==> src/rtl/hc_read_arbiter.sv <==
// Round-robin arbiter sharing one buffer read-request channel; an in-order tag FIFO steers read data back.
// Optional build macro HC_READ_ARB_FIXED_PRIORITY_EN selects lowest-index-wins priority instead of round-robin.
module hc_read_arbiter #(
  parameter int NUM_REQ      = 4,
  parameter int BUF_ID_WIDTH = 3,
  parameter int OFFSET_WIDTH = 11,
  parameter int DATA_WIDTH   = 512,
  parameter int TAG_DEPTH    = 64
) (
  input  logic                              clk,
  input  logic                              reset,
  input  logic [NUM_REQ-1:0]                req_valid,
  input  logic [NUM_REQ*BUF_ID_WIDTH-1:0]   req_buffer,
  input  logic [NUM_REQ*OFFSET_WIDTH-1:0]   req_offset,
  output logic [NUM_REQ-1:0]                req_ready,
  output logic                              rd_valid,
  output logic [BUF_ID_WIDTH-1:0]           rd_buffer,
  output logic [OFFSET_WIDTH-1:0]           rd_offset,
  input  logic                              rd_full,
  input  logic                              rsp_valid,
  input  logic [DATA_WIDTH-1:0]             rsp_data,
  output logic [NUM_REQ-1:0]                out_valid,
  output logic [DATA_WIDTH-1:0]             out_data,
  output logic [$clog2(TAG_DEPTH):0]        outstanding,
  output logic                              err_orphan
);

  localparam int IDX_W = (NUM_REQ > 1) ? $clog2(NUM_REQ) : 1;
  localparam int PTR_W = $clog2(TAG_DEPTH);
  localparam int CNT_W = PTR_W + 1;

  logic [IDX_W-1:0]        grant_idx;
  logic                    issue;
  logic                    push;
  logic                    pop;
  logic [IDX_W-1:0]        head_tag;

  logic                    rd_valid_q,  rd_valid_d;
  logic [BUF_ID_WIDTH-1:0] rd_buffer_q, rd_buffer_d;
  logic [OFFSET_WIDTH-1:0] rd_offset_q, rd_offset_d;
  logic [NUM_REQ-1:0]      out_valid_q, out_valid_d;
  logic [DATA_WIDTH-1:0]   out_data_q,  out_data_d;
  logic [CNT_W-1:0]        count_q,     count_d;
  logic [PTR_W-1:0]        wr_ptr_q,    wr_ptr_d;
  logic [PTR_W-1:0]        rd_ptr_q,    rd_ptr_d;
  logic                    err_orphan_q, err_orphan_d;
  logic [IDX_W-1:0]        tag_mem [TAG_DEPTH];

  // The full check uses the pre-pop count, so a pop cannot enable a grant in the same cycle.
  assign issue = (|req_valid) && !rd_full && (count_q != CNT_W'(TAG_DEPTH));
  assign push  = issue;
  assign pop   = rsp_valid && (count_q != '0);
  assign head_tag = tag_mem[rd_ptr_q];

`ifdef HC_READ_ARB_FIXED_PRIORITY_EN
  always_comb begin
    grant_idx = '0;
    for (int i = NUM_REQ - 1; i >= 0; i--) begin
      if (req_valid[i]) grant_idx = IDX_W'(i);
    end
  end
`else
  logic [IDX_W-1:0] rr_ptr_q, rr_ptr_d;
  logic [IDX_W-1:0] cand_idx;
  logic             found;

  always_comb begin
    // NOTE: every variable driven here gets a default first, otherwise a latch is inferred.
    grant_idx = '0;
    cand_idx  = '0;
    found     = 1'b0;
    for (int k = 0; k < NUM_REQ; k++) begin
      cand_idx = IDX_W'((int'(rr_ptr_q) + k) % NUM_REQ);
      if (!found && req_valid[cand_idx]) begin
        found     = 1'b1;
        grant_idx = cand_idx;
      end
    end
  end

  always_comb begin
    rr_ptr_d = rr_ptr_q;
    if (issue) rr_ptr_d = (grant_idx == IDX_W'(NUM_REQ - 1)) ? '0 : grant_idx + 1'b1;
  end

  always_ff @(posedge clk) begin
    if (reset) rr_ptr_q <= '0;
    else       rr_ptr_q <= rr_ptr_d;
  end
`endif

  always_comb begin
    req_ready = '0;
    if (issue) req_ready[grant_idx] = 1'b1;
  end

  always_comb begin
    rd_valid_d   = issue;
    rd_buffer_d  = rd_buffer_q;
    rd_offset_d  = rd_offset_q;
    wr_ptr_d     = wr_ptr_q;
    rd_ptr_d     = rd_ptr_q;
    count_d      = count_q;
    out_valid_d  = '0;
    out_data_d   = out_data_q;
    err_orphan_d = err_orphan_q;

    if (issue) begin
      rd_buffer_d = req_buffer[grant_idx*BUF_ID_WIDTH +: BUF_ID_WIDTH];
      rd_offset_d = req_offset[grant_idx*OFFSET_WIDTH +: OFFSET_WIDTH];
      wr_ptr_d    = wr_ptr_q + 1'b1;
    end

    if (pop) begin
      rd_ptr_d              = rd_ptr_q + 1'b1;
      out_valid_d[head_tag] = 1'b1;
      out_data_d            = rsp_data;
    end else if (rsp_valid) begin
      err_orphan_d = 1'b1;
    end

    case ({push, pop})
      2'b10:   count_d = count_q + 1'b1;
      2'b01:   count_d = count_q - 1'b1;
      default: count_d = count_q;
    endcase
  end

  // NOTE: sequential state uses non-blocking assignments so all registers update from pre-edge values.
  always_ff @(posedge clk) begin
    if (reset) begin
      rd_valid_q   <= 1'b0;
      rd_buffer_q  <= '0;
      rd_offset_q  <= '0;
      out_valid_q  <= '0;
      out_data_q   <= '0;
      count_q      <= '0;
      wr_ptr_q     <= '0;
      rd_ptr_q     <= '0;
      err_orphan_q <= 1'b0;
    end else begin
      rd_valid_q   <= rd_valid_d;
      rd_buffer_q  <= rd_buffer_d;
      rd_offset_q  <= rd_offset_d;
      out_valid_q  <= out_valid_d;
      out_data_q   <= out_data_d;
      count_q      <= count_d;
      wr_ptr_q     <= wr_ptr_d;
      rd_ptr_q     <= rd_ptr_d;
      err_orphan_q <= err_orphan_d;
    end
  end

  // NOTE: tag storage is not reset; only entries between the pointers are ever read.
  always_ff @(posedge clk) begin
    if (push) tag_mem[wr_ptr_q] <= grant_idx;
  end

  assign rd_valid    = rd_valid_q;
  assign rd_buffer   = rd_buffer_q;
  assign rd_offset   = rd_offset_q;
  assign out_valid   = out_valid_q;
  assign out_data    = out_data_q;
  assign outstanding = count_q;
  assign err_orphan  = err_orphan_q;

endmodule

==> config.mk <==
export PLATFORM = sky130hd
export DESIGN_NAME = hc_read_arbiter
export DESIGN_NICKNAME = d
export VERILOG_FILES = /design/src/rtl/hc_read_arbiter.sv
export SDC_FILE = /design/constraint.sdc
export NUM_CORES = 1
export LEC_CHECK = 0
export ABC_AREA = 1
export CAP_MARGIN = 20
export CORE_AREA = 2 2 436 438
export DETAILED_ROUTE_END_ITERATION = 10
export DIE_AREA = 0 0 438 440
export GPL_ROUTABILITY_DRIVEN = 0
export SYNTH_ARGS = -nofsm -noshare
export SYNTH_HDL_FRONTEND = slang
export SYNTH_SLANG_ARGS = --single-unit
export TNS_END_PERCENT = 20
==> constraint.sdc <==
create_clock -name clk -period 3.95 [get_ports clk]
set_clock_uncertainty 0.15 [all_clocks]
set_input_delay 0.395 -clock clk [delete_from_list [all_inputs] [get_ports clk]]
set_output_delay 0.395 -clock clk [all_outputs]
set_load 0.02 [all_outputs]
# Word level (Yosys, flattened, before mapping)
# Memory sizes are Yosys's and may differ from the RTL's. A register that Yosys moved wholly into a read port is not among the register bits.
# Cells that the tools add are included.
[word_totals]
reg_bits = 553
mem_bits_rw = 128
in_bits = 576
out_inout_bits = 543
wordCells = 79
memories = 1
[memory_table]
columns = ["memory", "words", "width", "rd", "rd_ports_with_merged_regs", "wr", "line", "text"]
rows = [
  ["tag_mem", 64, 2, 1, 1, 1, "47", "logic [IDX_W-1:0] tag_mem [TAG_DEPTH];"],
]
[classes]
add_sub_neg = 8
mul = 2
magnitude_cmp = 8
eq_ne = 4
shifts = 2
n_mux = 26
n_bitwise = 1
reduce_logical = 17
[op_table]
columns = ["operator", "n"]
rows = [
  ["$shiftx A44 B7 Y11", 1],
  ["$lt A2 B3 Y1 const B", 6],
  ["$pmux W7 S2", 1],
  ["$add A6 B1 Y6 const B", 2],
  ["$mux W6", 2],
  ["$shiftx A12 B5 Y3", 1],
  ["$mux W1", 11],
  ["$mux W2", 5],
  ["$bmux W1 S2", 4],
  ["$logic_and A1 B1 Y1", 8],
  ["$add A7 B1 Y7 const B", 1],
  ["$ne A7 B7 Y1 const B", 1],
  ["$reduce_bool A7 Y1", 1],
  ["$sub A7 B1 Y7 const B", 1],
  ["$mul A2 B4 Y6 const B", 1],
  ["$add A2 B1 Y2 const B", 2],
  ["$add A2 B2 Y2 const B", 2],
  ["$demux W1 S2", 2],
  ["$eq A2 B2 Y1 const B", 2],
  ["$ge A2 B1 Y1 const B", 2],
  ["$logic_not A1 Y1", 4],
  ["$mul A2 B2 Y4 const B", 1],
  ["$mux W4", 1],
  ["$reduce_or A4 Y1", 1],
  ["5 further kinds", 5],
]

# Depth between registers and ports, before layout
[logic_depth]
ltp_word = 17
depth_mapped = 24

# Worst setup path after synthesis
# No wires, ideal clock.
[synth_timing]
kind = "register -> register"
start = "reg count_q[2] (netlist: outstanding[2])"
end = "reg count_q[6] (netlist: outstanding[6])"
setup_ps = 132
arrival_time_ps = 2681
setup_slack_ps = 987
path_stages_with_launch = 25
synth_period_minus_slack_ps = 2963
cell_sequence = "dfxtp_1 > inv_1 > nand3_1 > inv_2 > nand3_1 > nand2_1 > inv_2 > clkbuf_1 > buf_2 > ha_1 > buf_2 > xor2_1 > ha_1 > a21oi_1 > inv_1 > nand2_1 > nand2_1 > nand2_1 > inv_1 > nand2_1 > nand2_1 > nand2_1 > nand2_1 > nand2_1 > a21oi_1"
[synth_via]
elab_chain_cells = 4
word_cells_on_any_way = 10
classes_between = "add/sub: 2; eq/ne: 3; mux: 1; reduce/logical: 4"
[synth_rtl]
columns = ["element", "line", "text"]
rows = [
  ["from (decl)", "43", "logic [CNT_W-1:0] count_q, count_d;"],
  ["from (signal assigned)", "147", "count_q <= count_d;"],
  ["branches (longest 4 deep; another with $sub A7 B1 Y7)", "n/a", ""],
]
# Parallel ways; which one is timed is not known.
# A chain may end at the register's enable or synchronous reset.

# Final worst setup path
[layout_timing]
start = "reg rr_ptr_q[0]"
end = "out req_ready[0]"
[layout_via]
elab_chain_cells = 17
word_cells_on_any_way = 30
classes_between = "add/sub: 3; order compare: 2; mux: 18; reduce/logical: 7"
[layout_rtl]
columns = ["element", "line", "text"]
rows = [
  ["from (decl)", "63", "logic [IDX_W-1:0] rr_ptr_q, rr_ptr_d;"],
  ["from (signal assigned)", "88", "else rr_ptr_q <= rr_ptr_d;"],
  ["branches (longest 11 deep; another with $add A2 B1 Y2)", "n/a", ""],
  ["$mux W2 (*)", "74", "if (!found && req_valid[cand_idx]) begin"],
  ["$lt A2 B3 Y1 (not written as such) or $ge A2 B1 Y1 (tied branches)", "94", "if (issue) req_ready[grant_idx] = 1'b1;"],
  ["$logic_and A1 B1 Y1 (not written as such)", "94", ""],
  ["$mux W1 (not written as such)", "94", ""],
  ["$demux W1 S2 (*)", "94", ""],
  ["$mux W4 (*)", "94", ""],
  ["to (decl)", "15", "output logic [NUM_REQ-1:0] req_ready,"],
]
# Mark *: on every way between the ends. The select of a mux whose other input is x is not followed.

==> impl_metrics.tcl <==
set metrics [dict create \
    fillCellCount 20580 \
    syn_area_mm2 0.02553 \
    cp-startpoint "rr_ptr_q[0]" \
    final_antenna_net_count 0 \
    synth-seq-cells 687 \
    grt_pass1_wl_um 202400 \
    first_pass_iters 8 \
    grt_pass1_vias 24570 \
    crit_arrival_ns 3.12 \
    clk_pin_slew_ns 0.06 \
    tritoncts "done" \
    grtUsageTotal_pct 15.07 \
    nets 4763 \
    cp_cell_sequence "nand2_1, o21ai_1, nand2_1, nand2_2, inv_2, nand4_1, nand2_1, nor2_4, buf_4, ha_1, inv_1, nor2_1, clkdlybuf4s50_1" \
    crit_slowest_cell "clkdlybuf4s50_1" \
    antenna_found_initial 58 \
    clock_latency_ns 0.71 \
    vdd_ir_drop_max_mv 0.4151 \
    cp-end-kind "primary output" \
    finalHoldViolations 0 \
    clockRootBuffer "clkbuf_16" \
    initial_utilization_pct 13.54 \
    power_density_mw_per_mm2 735.3 \
    maxCapViolCount 0 \
    max_stage_delay_ns 0.62 \
    tightest_slew_ns 1.156 \
    drt_iter0_drc 2249 \
    syn_nets 3698 \
    cts_made_buffers 84 \
    syn_area_per_cell_um2 8.200 \
    hpwlAfterDp_um 123600 \
    syn2layout_area_growth_pct 67.17 \
    cts_setup_buffers 0 \
    fp-row-count 160 \
    setup-tns-final_ns 0 \
    final_core_util_pct 22.63 \
    cts_sinks 687 \
    grt-ovfl-total 0 \
    via_count 26460 \
    wl_per_cell_um 22.69 \
    fin_crit_sh_pct 92.90 \
    start_kind "flop" \
    path_class "reg2out" \
    grt_start_max_net_pins 160 \
    syn-instance-count 3113 \
    rsz0062_at_grt "false" \
    drive_above_1_share_pct 5.838 \
    total_power_mw 31.38 \
    max_freq_mhz 272.5 \
    slew_headroom_pct 22.10 \
    synth_top_cell_by_area "dfxtp_1" \
    ctsResizeCount 0 \
    setup_viol 0 \
    drv_slew 0 \
    rr_worst_depth 21 \
    worst_r2r_endpoint "outstanding[6]" \
    r2r-start "outstanding[1]" \
    core_area_mm2 0.1886 \
    drcViolationCount 0 \
    cts_buffer_depth 3 \
    routed_wl_um 154000 \
    die_h_um 440 \
    r2r_slack_ns 0.74 \
    outcome "finished clean" \
    die_x_um 438 \
    synth_top_area_share_pct 43.84 \
    ys_seq_area_share_pct 58.90 \
    endpoint "req_ready[0]" \
    ys_warn_count 0 \
    htreeDepth 3 \
    critPathMostFrequentCell "nand2_1" \
    holdBufCountCts 0 \
    io_buffers 1118 \
    ys_top_cells_by_area "dfxtp_1 44%, nor2_1 17%, edfxtp_1 15%, o21ai_0 12%, nand2_1 2.5%" \
    worst-path-max-fanout 16 \
    synth_cell_types 33 \
    cp_data_required_time_ns 3.40 \
    min_period_ns 3.669 \
    ios 1119 \
    cellLeakagePower_nw 15.91 \
    min_path_type "in2reg" \
    dieArea_mm2 0.1927 \
    viasPerCell 3.898 \
]
sequential cells by signal, summed over array words and instances (netlist names), named ones only:
name	count
wr_ptr_q	6
outstanding	7
out_data	512
err_orphan	1
rd_buffer	3
out_valid	4
rd_offset	11
rd_valid	1
rd_ptr_q	6
tag_mem	128
rr_ptr_q	2
cells in the final DEF (no fill, tap or decap), types with 2 or more instances in the layout:
cell / count
bufinv_16: 7
nor2_2: 2
xor2_1: 6
o22ai_1: 28
a21oi_2: 10
clkinv_16: 5
o21ai_1: 5
clkinvlp_4: 8
xnor2_1: 2
nand3_2: 4
clkdlybuf4s50_1: 1118
a21oi_1: 24
o21ai_0: 598
nand2_1: 168
nand4_1: 8
clkinv_4: 4
edfxtp_1: 128
ha_1: 9
dfxtp_1: 559
buf_12: 9
inv_1: 52
clkbuf_4: 2
inv_2: 5
clkbuf_8: 11
clkinv_2: 10
inv_8: 3
and3_1: 2
diode_2: 29
nor3_1: 4
clkbuf_16: 86
nand3_1: 96
inv_6: 6
clkbuf_1: 17
nor2_1: 1172
nand2_2: 4
buf_4: 66
worst max-delay path: cells and delay by family, from the launching register on:
| kind | cells | cell delay (ns) |
|---|---|---|
| simple gates | 7 | 0.65 |
| compound gates | 1 | 0.11 |
| fa+ha+maj | 1 | 0.17 |
| flops | 1 | 0.55 |
| buf+inv | 4 | 0.93 |
worst min path at each step:
stage / slack [ns] / end / depth (start not counted) / from
2_1_floorplan: 0.29 / flop / 2 / rd_ptr_q[5]
3_3_place_gp: 0.30 / rd_ptr_q[5] / 2 / rd_ptr_q[5]
3_5_place_dp: 0.30 / err_orphan / 2 / err_orphan
4_1_cts: 0.07 / out_data[247] / 3 / rsp_data[247]
5_1_grt: 0.12 / out_data[191] / 3 / rsp_data[191]
6_report: 0.15 / out_data[387] / 3 / rsp_data[387]
per-layer routing:
layer | up-vias | GRT usage, % | share of wire, %
met5 | - | 0 | 0.20
met4 | 44 | 4.444 | 2.6
li1 | 12330 | - | -
met1 | 12660 | 18.35 | 40
met2 | 1199 | 24.70 | 48
met3 | 230 | 5.547 | 9.4
through the flow:
| step | std cells | hold slack, ns | setup slack [ns] | area (um^2) |
|---|---|---|---|---|
| 4_1_cts | 6756 | 0.06532 | 0.2410 | 42560 |
| 5_1_grt | 6774 | 0.1174 | 0.01123 | 42640 |
| 6_report | 6788 | 0.1483 | 0.2806 | 42670 |
| 3_5_place_dp | 6600 | 0.3016 | 0.5861 | 39600 |
| 3_3_place_gp | 6600 | 0.3019 | 0.6466 | 39600 |
| 2_1_floorplan | 3113 | 0.2861 | 0.9866 | 25530 |
cell type report:
type | count | area (um^2) | share of cell area (%)
antenna | 29 | 72.57 | 0.1701
clock buffer | 114 | 2367 | 5.547
clock inverter | 42 | 589.3 | 1.381
inverter | 60 | 242.7 | 0.5688
multi-input combinational | 2149 | 9318 | 21.83
sequential | 687 | 15030 | 35.23
tap | 2511 | 3142 | 7.362
timing repair buffer | 1196 | 11910 | 27.91
cell families after synthesis:
group,synth area share (%)
and+or+nand+nor,22.31
DFF,58.90
AOI/OAI and AO/OA,13.45
buffers and inverters,4.632
adders and majority gates,0.4411
xor gates and xnor gates,0.2745
report_power, final:
part,internal [mW],total (mW),switching (mW)
Sequential,9.08,10.2,1.16
Combinational,4.94,12.9,7.99
Clock,4.76,8.21,3.45
Total,18.8,31.4,12.6
cells in the mapped netlist:
library cell,n
nor3_1,4
and2_4,1
o22ai_1,28
nand4_1,8
a21oi_1,24
o21ai_1,5
dfxtp_1,559
nor2_4,1
buf_6,7
xor2_1,6
nand2_1,169
nand3_1,96
clkbuf_1,128
a41o_1,1
ha_1,9
nor2_1,1172
o211ai_1,1
edfxtp_1,128
o21a_1,1
inv_4,1
o21ai_0,598
o21bai_1,1
and3_1,2
nand3_2,4
inv_2,7
buf_2,64
buf_4,2
inv_1,52
xnor2_1,2
nor2_2,2
buf_1,16
a21oi_2,10
nand2_2,4
Note: power is estimated with default switching activity, not from simulation.
